$ cat config.mk
export PLATFORM = sky130hd
export DESIGN_NAME = tx_fifo_arbiter
export DESIGN_NICKNAME = d
export VERILOG_FILES = /design/src/rtl/tx_fifo_arbiter.sv
export SDC_FILE = /design/constraint.sdc
export NUM_CORES = 1
export LEC_CHECK = 0
export ABC_AREA = 0
export BUFFER_PORTS_ARGS = -buffer_cell sky130_fd_sc_hd__buf_2
export CAP_MARGIN = 20
export CORE_MARGIN = 2
export CORE_UTILIZATION = 30
export CTS_CLUSTER_DIAMETER = 40
export CTS_CLUSTER_SIZE = 10
export DETAILED_ROUTE_END_ITERATION = 10
export GPL_ROUTABILITY_DRIVEN = 1
export PLACE_DENSITY_LB_ADDON = 0.08
export SYNTH_ARGS = -nofsm -noshare
export SYNTH_HDL_FRONTEND = slang
export SYNTH_SLANG_ARGS = --single-unit
$ cat constraint.sdc
create_clock -name clk -period 3.3 [get_ports clk]
set_input_delay 0.66 -clock clk [delete_from_list [all_inputs] [get_ports clk]]
set_output_delay 0.66 -clock clk [all_outputs]
set_load 0.03 [all_outputs]
$ cat src/rtl/tx_fifo_arbiter.sv
// tx_fifo_arbiter: packet-granular round-robin arbiter sharing one TX FIFO
// write port among four byte-stream requesters. A grant is held for a whole
// packet so bytes from different sources never interleave; overlong packets
// and stalled owners are cut off so no requester can hog the link.
module tx_fifo_arbiter #(
  parameter int NUM_REQ       = 4,
  parameter int MAX_PKT_LEN   = 64,
  parameter int STALL_TIMEOUT = 1000
) (
  input  logic        clk,
  input  logic        rst,
  input  logic [3:0]  req,
  input  logic [31:0] reqData,
  input  logic [3:0]  reqLast,
  output logic [3:0]  reqAck,
  output logic [3:0]  grant,
  output logic        wrEn,
  output logic [7:0]  din,
  input  logic        full,
  output logic        lenErr,
  output logic        stallErr,
  output logic        busy
);

  localparam int IDX_W = $clog2(NUM_REQ);
  localparam logic [7:0]       MAX_LEN   = 8'(MAX_PKT_LEN);
  localparam logic [15:0]      STALL_LIM = 16'(STALL_TIMEOUT - 1);
  localparam logic [IDX_W-1:0] LAST_IDX  = IDX_W'(NUM_REQ - 1);

  typedef enum logic [1:0] {
    IDLE    = 2'd0,
    XFER    = 2'd1,
    RELEASE = 2'd2
  } state_t;

  state_t           state_q;
  logic [3:0]       grant_q;
  logic [IDX_W-1:0] gidx_q;
  logic [IDX_W-1:0] lastOwner_q;
  logic [7:0]       byteCnt_q;
  logic [15:0]      stallCnt_q;
  logic             lenErr_q;
  logic             stallErr_q;
  logic             busy_q;

  logic             accept;
  logic [IDX_W-1:0] sel_d;
  logic [7:0]       byteCnt_d;
  logic [15:0]      stallCnt_d;

  // Round-robin pick: first set request after 'last', wrapping; scanning
  // downward lets the nearest candidate overwrite farther ones.
  function automatic logic [IDX_W-1:0] pick_next(input logic [3:0] r,
                                                 input logic [IDX_W-1:0] last);
    logic [IDX_W-1:0] idx;
    logic [IDX_W-1:0] pick;
    pick = last;
    for (int i = NUM_REQ; i >= 1; i--) begin
      idx = last + IDX_W'(i);
      if (r[idx]) pick = idx;
    end
    return pick;
  endfunction

  assign sel_d      = pick_next(req, lastOwner_q);
  assign byteCnt_d  = byteCnt_q + 8'd1;
  assign stallCnt_d = stallCnt_q + 16'd1;
  // A byte moves only for the owner, only while in a packet, and never into a full FIFO.
  assign accept     = (state_q == XFER) && req[gidx_q] && !full;

  // Write-side strobes follow the owner's handshake combinationally.
  always_comb begin
    reqAck         = 4'b0000;
    reqAck[gidx_q] = accept;
    wrEn           = accept;
    din            = 8'h00;
    if (state_q == XFER) din = reqData[{gidx_q, 3'b000} +: 8];
  end

  // Arbitration FSM with registered grant, error pulses and busy flag.
  always_ff @(posedge clk or posedge rst) begin
    if (rst) begin
      state_q     <= IDLE;
      grant_q     <= 4'b0000;
      gidx_q      <= '0;
      lastOwner_q <= LAST_IDX;
      byteCnt_q   <= 8'd0;
      stallCnt_q  <= 16'd0;
      lenErr_q    <= 1'b0;
      stallErr_q  <= 1'b0;
      busy_q      <= 1'b0;
    end else begin
      case (state_q)
        IDLE: begin
          lenErr_q   <= 1'b0;
          stallErr_q <= 1'b0;
          if (|req) begin
            gidx_q  <= sel_d;
            grant_q <= 4'b0001 << sel_d;
            busy_q  <= 1'b1;
            state_q <= XFER;
          end
        end
        XFER: begin
          if (accept) begin
            byteCnt_q  <= byteCnt_d;
            stallCnt_q <= 16'd0;
            if (reqLast[gidx_q]) begin
              grant_q <= 4'b0000;
              state_q <= RELEASE;
            end else if (byteCnt_d == MAX_LEN) begin
              grant_q  <= 4'b0000;
              lenErr_q <= 1'b1;
              state_q  <= RELEASE;
            end
          end else if (!req[gidx_q]) begin
            // Only an idle owner ages; a FULL-blocked write is not a stall.
            if (stallCnt_q == STALL_LIM) begin
              grant_q    <= 4'b0000;
              stallErr_q <= 1'b1;
              state_q    <= RELEASE;
            end else begin
              stallCnt_q <= stallCnt_d;
            end
          end
        end
        RELEASE: begin
          grant_q     <= 4'b0000;
          lastOwner_q <= gidx_q;
          byteCnt_q   <= 8'd0;
          stallCnt_q  <= 16'd0;
          lenErr_q    <= 1'b0;
          stallErr_q  <= 1'b0;
          busy_q      <= 1'b0;
          state_q     <= IDLE;
        end
        default: begin
          grant_q <= 4'b0000;
          busy_q  <= 1'b0;
          state_q <= IDLE;
        end
      endcase
    end
  end

  assign grant    = grant_q;
  assign lenErr   = lenErr_q;
  assign stallErr = stallErr_q;
  assign busy     = busy_q;

endmodule

==> impl_metrics.csv, run 1 <==
group,metric,value,unit
detailed_routing,route.vias.total,2290,
sta,final-setup-viol-count,0,
clocking,clkSlewWorstSetupHoldPaths,0.08,ns
sta,min_period_over_period,0.849,
sta,hold_viol_final,0,
sta,finalSetupTns,0,ns
detailed_routing,routed_wl,6660,um
power_and_ir_drop,netSwitchingPower,1040,uW
die,die_area,9120,um2
power_and_ir_drop,p_comb_frac,0.555,
global_route,grt_max_degree,22,
worst_hold_path,hp-class,"reg -> reg",
global_route,grtUsageMet2,0.230,
clocking,clock_latency,0.29,ns
power_and_ir_drop,p_seq_frac,0.303,
cells_and_area,final_common_cell,"buf_2",
clocking,cts_root_buf,"clkbuf_8",
critical_path,crit_fanout,19,
synthesis,ys_async_sr_fraction,1.00,
job,drv_cap,0,
cells_and_area,nNetsFinal,370,
global_route,grt_pass1_vias,2157,
place,placed_cell_area,2940,um2
critical_path,cp.arrival,2.14,ns
detailed_routing,first_pass_iters,4,
clocking,cts_setup_buffers,0,
clocking,cts.sinks,37,
synthesis,synthFlopType,"dfrtp_1",
critical_path,end_kind,"output pin",
synthesis,syn-num-nets,310,
critical_path,required,2.64,ns
power_and_ir_drop,p_int,1220,uW
global_route,overflow,0,
synthesis,postSynthCellCount,262,
detailed_routing,drt_iter0_drc,60,
synthesis,synth_edf_count,0,
clocking,cts-resized-gates,0,
power_and_ir_drop,powerDensity,748,nW/um2
synthesis,synth_area_per_cell,9.59,um2
cells_and_area,final_util,0.370,
global_route,grt_pass1_wl,10600,um
clocking,htreeDepth,2,
cells_and_area,antenna_cells,0,
clocking,clk_path_buf_depth,2,
die,ios,63,
power_and_ir_drop,clkPwrFrac,0.143,
sta,tightest_slew,0.843,ns
synthesis,synth_warnings,0,
cells_and_area,drive_gt1_frac,0.303,
global_route,gr-usage-met3,0.0332,
synthesis,ys_types,54,
detailed_routing,ant_nets,0,
global_route,top_usage_layer,"met2",
clocking,cts_buffers,5,
global_route,met1_usage,0.206,
die,die_y,95.5,um
power_and_ir_drop,power_leakage,0.00133,uW
place,gp_congestion,0.725,
critical_path,crit_type,"reg -> out",
cells_and_area,syn2layout_area_growth,20.3,%
outcome,outcome,"finished clean",
sta,hold-worst-slack,0.499,ns
sta,clock.fmax,357,MHz
global_route,grt_antenna_before_repair,0,
sta,relSlewSlack,0.437,
cells_and_area,final_cell_mix,"buf_2, dfrtp_1, o21ai_0",
sta,finalClockSkew,0.00616,ns
place,portBuffers,62,
detailed_routing,viasPerCell,5.35,
die,start_util,0.307,
sta,rsz0062_at_grt,"no",
synthesis,syn_area,2510,um2
clocking,cts_tree,"built",
detailed_routing,routedWlPerCell,15.5,um
sta,period_minus_slack,2.80,ns
synthesis,synth_seq_area_share,0.370,
global_route,grt.total_usage,0.149,
sta,drv_slew,0,
die,fp-row-count,33,
place,hpwl,4910,um
synthesis,ys_seq_elements,37,
cells_and_area,finish.instance_area,3020,um2
critical_path,crit_path_start_kind,"flip-flop",
die,core,8180,um2
power_and_ir_drop,ir_drop,0.000353,V
detailed_routing,drc,0,
power_and_ir_drop,swShare,0.459,
die,fp.dieW,95.5,um
clocking,cts_hold_buffers,0,
==> synthesized netlist by cell type, types with 2 or more instances <==
library cell	count	area [um2]
a21boi_1	2	15.0
a21oi_1	9	45.0
a311oi_1	3	26.3
a31oi_1	2	12.5
and2_1	14	87.6
and3_1	6	37.5
and3b_1	2	17.5
and4_1	2	17.5
buf_1	2	7.51
buf_2	5	25.0
clkbuf_1	8	30.0
dfrtp_1	35	876
dfstp_2	2	52.6
ha_1	5	62.6
inv_1	8	30.0
mux2_2	2	22.5
mux2_4	5	75.1
mux2i_1	4	40.0
mux4_2	10	225
nand2_1	16	60.1
nand2b_1	9	56.3
nand3_1	11	55.1
nand3b_1	2	15.0
nand4_1	4	25.0
nor2_1	10	37.5
nor3_1	9	45.0
nor3b_1	4	30.0
nor4_1	4	25.0
o21a_1	5	37.5
o21ai_0	28	140
o221ai_1	2	17.5
o22ai_1	2	12.5
o31ai_1	7	52.6
o41ai_1	2	17.5
xnor2_1	2	17.5
==> registers in the layout, summed over array words and instances, names as in the netlist, 2 cells and up <==
register	flops
byteCnt_q	8
state_q	2
grant	4
gidx_q	2
lastOwner_q	2
stallCnt_q	16
==> worst max-delay path, stage by stage, from the launching register on <==
cell	delay (ns)
dfrtp_1	0.39
inv_1	0.10
ha_1	0.18
or3b_1	0.43
o22ai_1	0.22
buf_4	0.27
buf_2	0.24
==> path summary, 6_finish.rpt <==
| check | startpoint | endpoint | slack (ns) | cells after the start |
|---|---|---|---|---|
| setup / recovery | state_q[1]$_DFFE_PP0P_ | wrEn | 0.50 | 6 |
| hold / removal | stallCnt_q[8]$_DFFE_PP0P_ | stallCnt_q[8]$_DFFE_PP0P_ | 0.50 | 1 |
| setup reg to reg | gidx_q[1]$_DFFE_PP0P_ | stallCnt_q[5]$_DFFE_PP0P_ | 0.69 | 5 |
| hold reg to reg | stallCnt_q[8]$_DFFE_PP0P_ | stallCnt_q[8]$_DFFE_PP0P_ | 0.50 | 1 |
| max in group asynchronous | rst | lastOwner_q[0]$_DFFE_PP1P_ | 2.04 | 3 |
| min in group asynchronous | rst | byteCnt_q[2]$_DFFE_PP0P_ | 0.52 | 2 |
==> per-stage QoR <==
step | setup slack [ns] | power [uW] | instances
after floorplan | 0.792 | 1640 | 262
after global placement | 0.638 | 1960 | 420
after detailed placement | 0.606 | 1960 | 420
after CTS | 0.484 | 2290 | 428
after global routing | 0.356 | 2440 | 428
final | 0.499 | 2260 | 428
==> metal layers <==
layer | vias to the layer above | routed length, um
li1 | 1112 | -
met1 | 1118 | 3330
met2 | 55 | 2840
met3 | 5 | 432
met4 | 0 | 55
met5 | - | 0
==> power groups by stage <==
stage               registers (uW)  clock network [uW]  logic (uW)
global placement               697                   0        1260
finish                         684                 323        1260
global route                   705                 362        1370
floorplan                      689                   0         947
CTS                            687                 338        1270
detailed placement             697                   0        1260
==> cells by family after synthesis <==
| family | synth area share |
|---|---|
| xor+xnor | 0.0105 |
| flops | 0.370 |
| compound gates | 0.197 |
| simple gates | 0.217 |
| buf+inv | 0.0369 |
| fa+ha+maj | 0.0249 |
| mux | 0.144 |
==> layout make-up <==
| cell class | instances | area [um2] |
|---|---|---|
| clock buffer | 5 | 68.8 |
| multi-input combinational | 202 | 1490 |
| timing repair buffer | 68 | 355 |
| fill | 854 | 5150 |
| tap | 105 | 131 |
| clock inverter | 3 | 17.5 |
| sequential | 37 | 928 |
| inverter | 8 | 30.0 |
Note: power is estimated with default switching activity, not from simulation.
==> run 2, diff against run 1 <==
Clock period 3.3 ns to 2.7 ns, I/O delays scaled along.
==> run 2 against run 1 <==
First-iteration DRC count is 82% higher. Final area grew 2.1%. Hold slack lost 0.15 ns. Clock-buffer cell count unchanged. Total power up 26%. Flip-flop and latch count unchanged. Routed wire length is 0.21% higher. Combinational power up 29%. Sequential share of layout area shrank 0.62 points. Clock power increased by 22%. Worst setup slack lost 0.30 ns. Global-route usage increased by 0.46 points. Critical path type unchanged.
==> impl_metrics.csv, run 2 (synthesized netlist as in run 1, its figures left out) <==
group,metric,value,unit
job,drv_cap,0,
sta,timing.final.ws_setup,0.200,ns
cells_and_area,antenna_cells,0,
clocking,clk_path_buf_depth,2,
detailed_routing,first_pass_iters,4,
sta,finalSetupTns,0,ns
die,fp.dieW,95.5,um
global_route,gr-usage-met3,0.0316,
cells_and_area,multi_input_area,1500,um2
worst_hold_path,hp-class,"in -> async",
die,core,8180,um2
cells_and_area,finalNonFillerCells,435,
power_and_ir_drop,p_total,2860,uW
detailed_routing,route.vias.total,2289,
sta,period_minus_slack,2.50,ns
critical_path,r2r_cells,8,
global_route,top_usage_layer,"met2",
place,portBuffers,62,
critical_path,crit_path_start_kind,"flip-flop",
global_route,grt_max_degree,38,
place,preCtsSetupSlack,0.209,ns
critical_path,cp-startpoint,"state_q[1]$_DFFE_PP0P_",
clocking,cts_root_buf,"clkbuf_8",
critical_path,crit_fanout,10,
critical_path,r2r_start,"state_q[1]$_DFFE_PP0P_",
place,hpwl,4890,um
clocking,cts_tree,"built",
die,fp-row-count,33,
cells_and_area,n_fill_cell,845,
critical_path,cp.arrival,1.96,ns
sta,hold_viol_final,0,
detailed_routing,routed_wl,6670,um
sta,final-setup-viol-count,0,
critical_path,end_kind,"output pin",
global_route,grt.total_usage,0.153,
die,die_y,95.5,um
die,die_area,9120,um2
sta,clock.fmax,400,MHz
cells_and_area,largest_register_ffs,16,
critical_path,endpoint,"wrEn",
power_and_ir_drop,powerDensity,926,nW/um2
cells_and_area,drive_gt1_frac,0.321,
global_route,met1_usage,0.207,
clocking,cts.sinks,37,
outcome,outcome,"finished clean",
detailed_routing,ant_nets,0,
cells_and_area,final_common_cell,"buf_2",
cells_and_area,syn2layout_area_growth,22.8,%
clocking,clock_latency,0.29,ns
critical_path,crit_type,"reg -> out",
detailed_routing,drt_iter0_drc,109,
die,ios,63,
global_route,grtUsageMet2,0.252,
detailed_routing,drc,0,
power_and_ir_drop,ir_drop,0.000393,V
die,start_util,0.307,
critical_path,r2r_end,"stallCnt_q[15]$_DFFE_PP0P_",
sta,rsz0062_at_grt,"no",
clocking,cts_buffers,5,
power_and_ir_drop,power_leakage,0.00137,uW
sta,finalClockSkew,0.0119,ns
cells_and_area,final_cell_mix,"buf_2, dfrtp_1, o21ai_0",
clocking,htreeDepth,2,
global_route,grt_pass1_vias,2201,
detailed_routing,routedWlPerCell,15.3,um
global_route,overflow,0,
global_route,grt_antenna_before_repair,0,
cells_and_area,regArea,928,um2
detailed_routing,viasPerCell,5.26,
critical_path,required,2.16,ns
clocking,clkSlewWorstSetupHoldPaths,0.09,ns
sta,min_period_over_period,0.926,
sta,tightest_slew,0.636,ns
sta,drv_slew,0,
sta,relSlewSlack,0.573,
place,post-place-cells,424,
global_route,grt_pass1_wl,10900,um
place,gp_congestion,0.721,
cells_and_area,largest-register,"stallCnt_q",
critical_path,regToRegSetupSlack,0.24,ns
cells_and_area,nNetsFinal,377,
[run 2: cell count changes in the layout (fill, tap and decap cells not counted)]
cell and delta:
buf_4 +6, buf_6 +1, o22ai_1 -1, o22ai_2 +1
[run 2: repair_timing]
| action | 4_1_cts | 5_1_grt |
|---|---|---|
| hold buffers | 0 | 0 |
| resized for setup | 0 | 2 |
| endpoints found under the setup margin | 0 | 1 |
| buffers inserted | 0 | 3 |
[run 2: area by class of cell]
type	count	share of cell area
Inverter	8	0.00973
Clock inverter	3	0.00568
Tap cell	105	0.0426
Multi-Input combinational cell	202	0.485
Clock buffer	5	0.0223
Timing Repair Buffer	75	0.133
Sequential cell	37	0.301
[run 2: worst min path at each step]
| stage | cells past startpoint | slack [ns] | start | end |
|---|---|---|---|---|
| CTS | 3 | 0.37 | rst | byteCnt_q[6]$_DFFE_PP0P_ |
| global route | 3 | 0.40 | rst | byteCnt_q[6]$_DFFE_PP0P_ |
| detailed placement | 1 | 0.49 | stallCnt_q[8]$_DFFE_PP0P_ | stallCnt_q[8]$_DFFE_PP0P_ |
| floorplan | 1 | 0.46 | stallCnt_q[8]$_DFFE_PP0P_ | stallCnt_q[8]$_DFFE_PP0P_ |
| finish | 3 | 0.34 | rst | stallCnt_q[1]$_DFFE_PP0P_ |
| global placement | 1 | 0.48 | busy$_DFFE_PP0P_ | busy$_DFFE_PP0P_ |
[run 2: worst max-delay path, cell delays in order (launching register included)]
cell	delay [ns]
dfrtp_1	0.39
inv_1	0.10
ha_1	0.18
or3b_1	0.43
o22ai_2	0.20
buf_6	0.17
buf_2	0.20
[run 2: report_power, final]
| group | switching (uW) | internal (uW) |
|---|---|---|
| combinational | 928 | 706 |
| clock | 216 | 179 |
| sequential | 142 | 685 |
[run 2: per-stage QoR]
stage	hold slack, ns	utilization	area [um2]
6_report	0.345	0.377	3090
5_1_grt	0.399	0.377	3090
3_5_place_dp	0.490	0.363	2970
3_3_place_gp	0.483	0.363	2970
4_1_cts	0.368	0.373	3050
2_1_floorplan	0.458	-	2510
[run 2: metal layers]
layer | wire length (um) | share of wire | up-vias
li1 | - | - | 1128
met1 | 3220 | 0.48 | 1099
met2 | 2990 | 0.45 | 60
met3 | 421 | 0.063 | 2
met4 | 31 | 0.0046 | 0
met5 | 0 | 0 | -
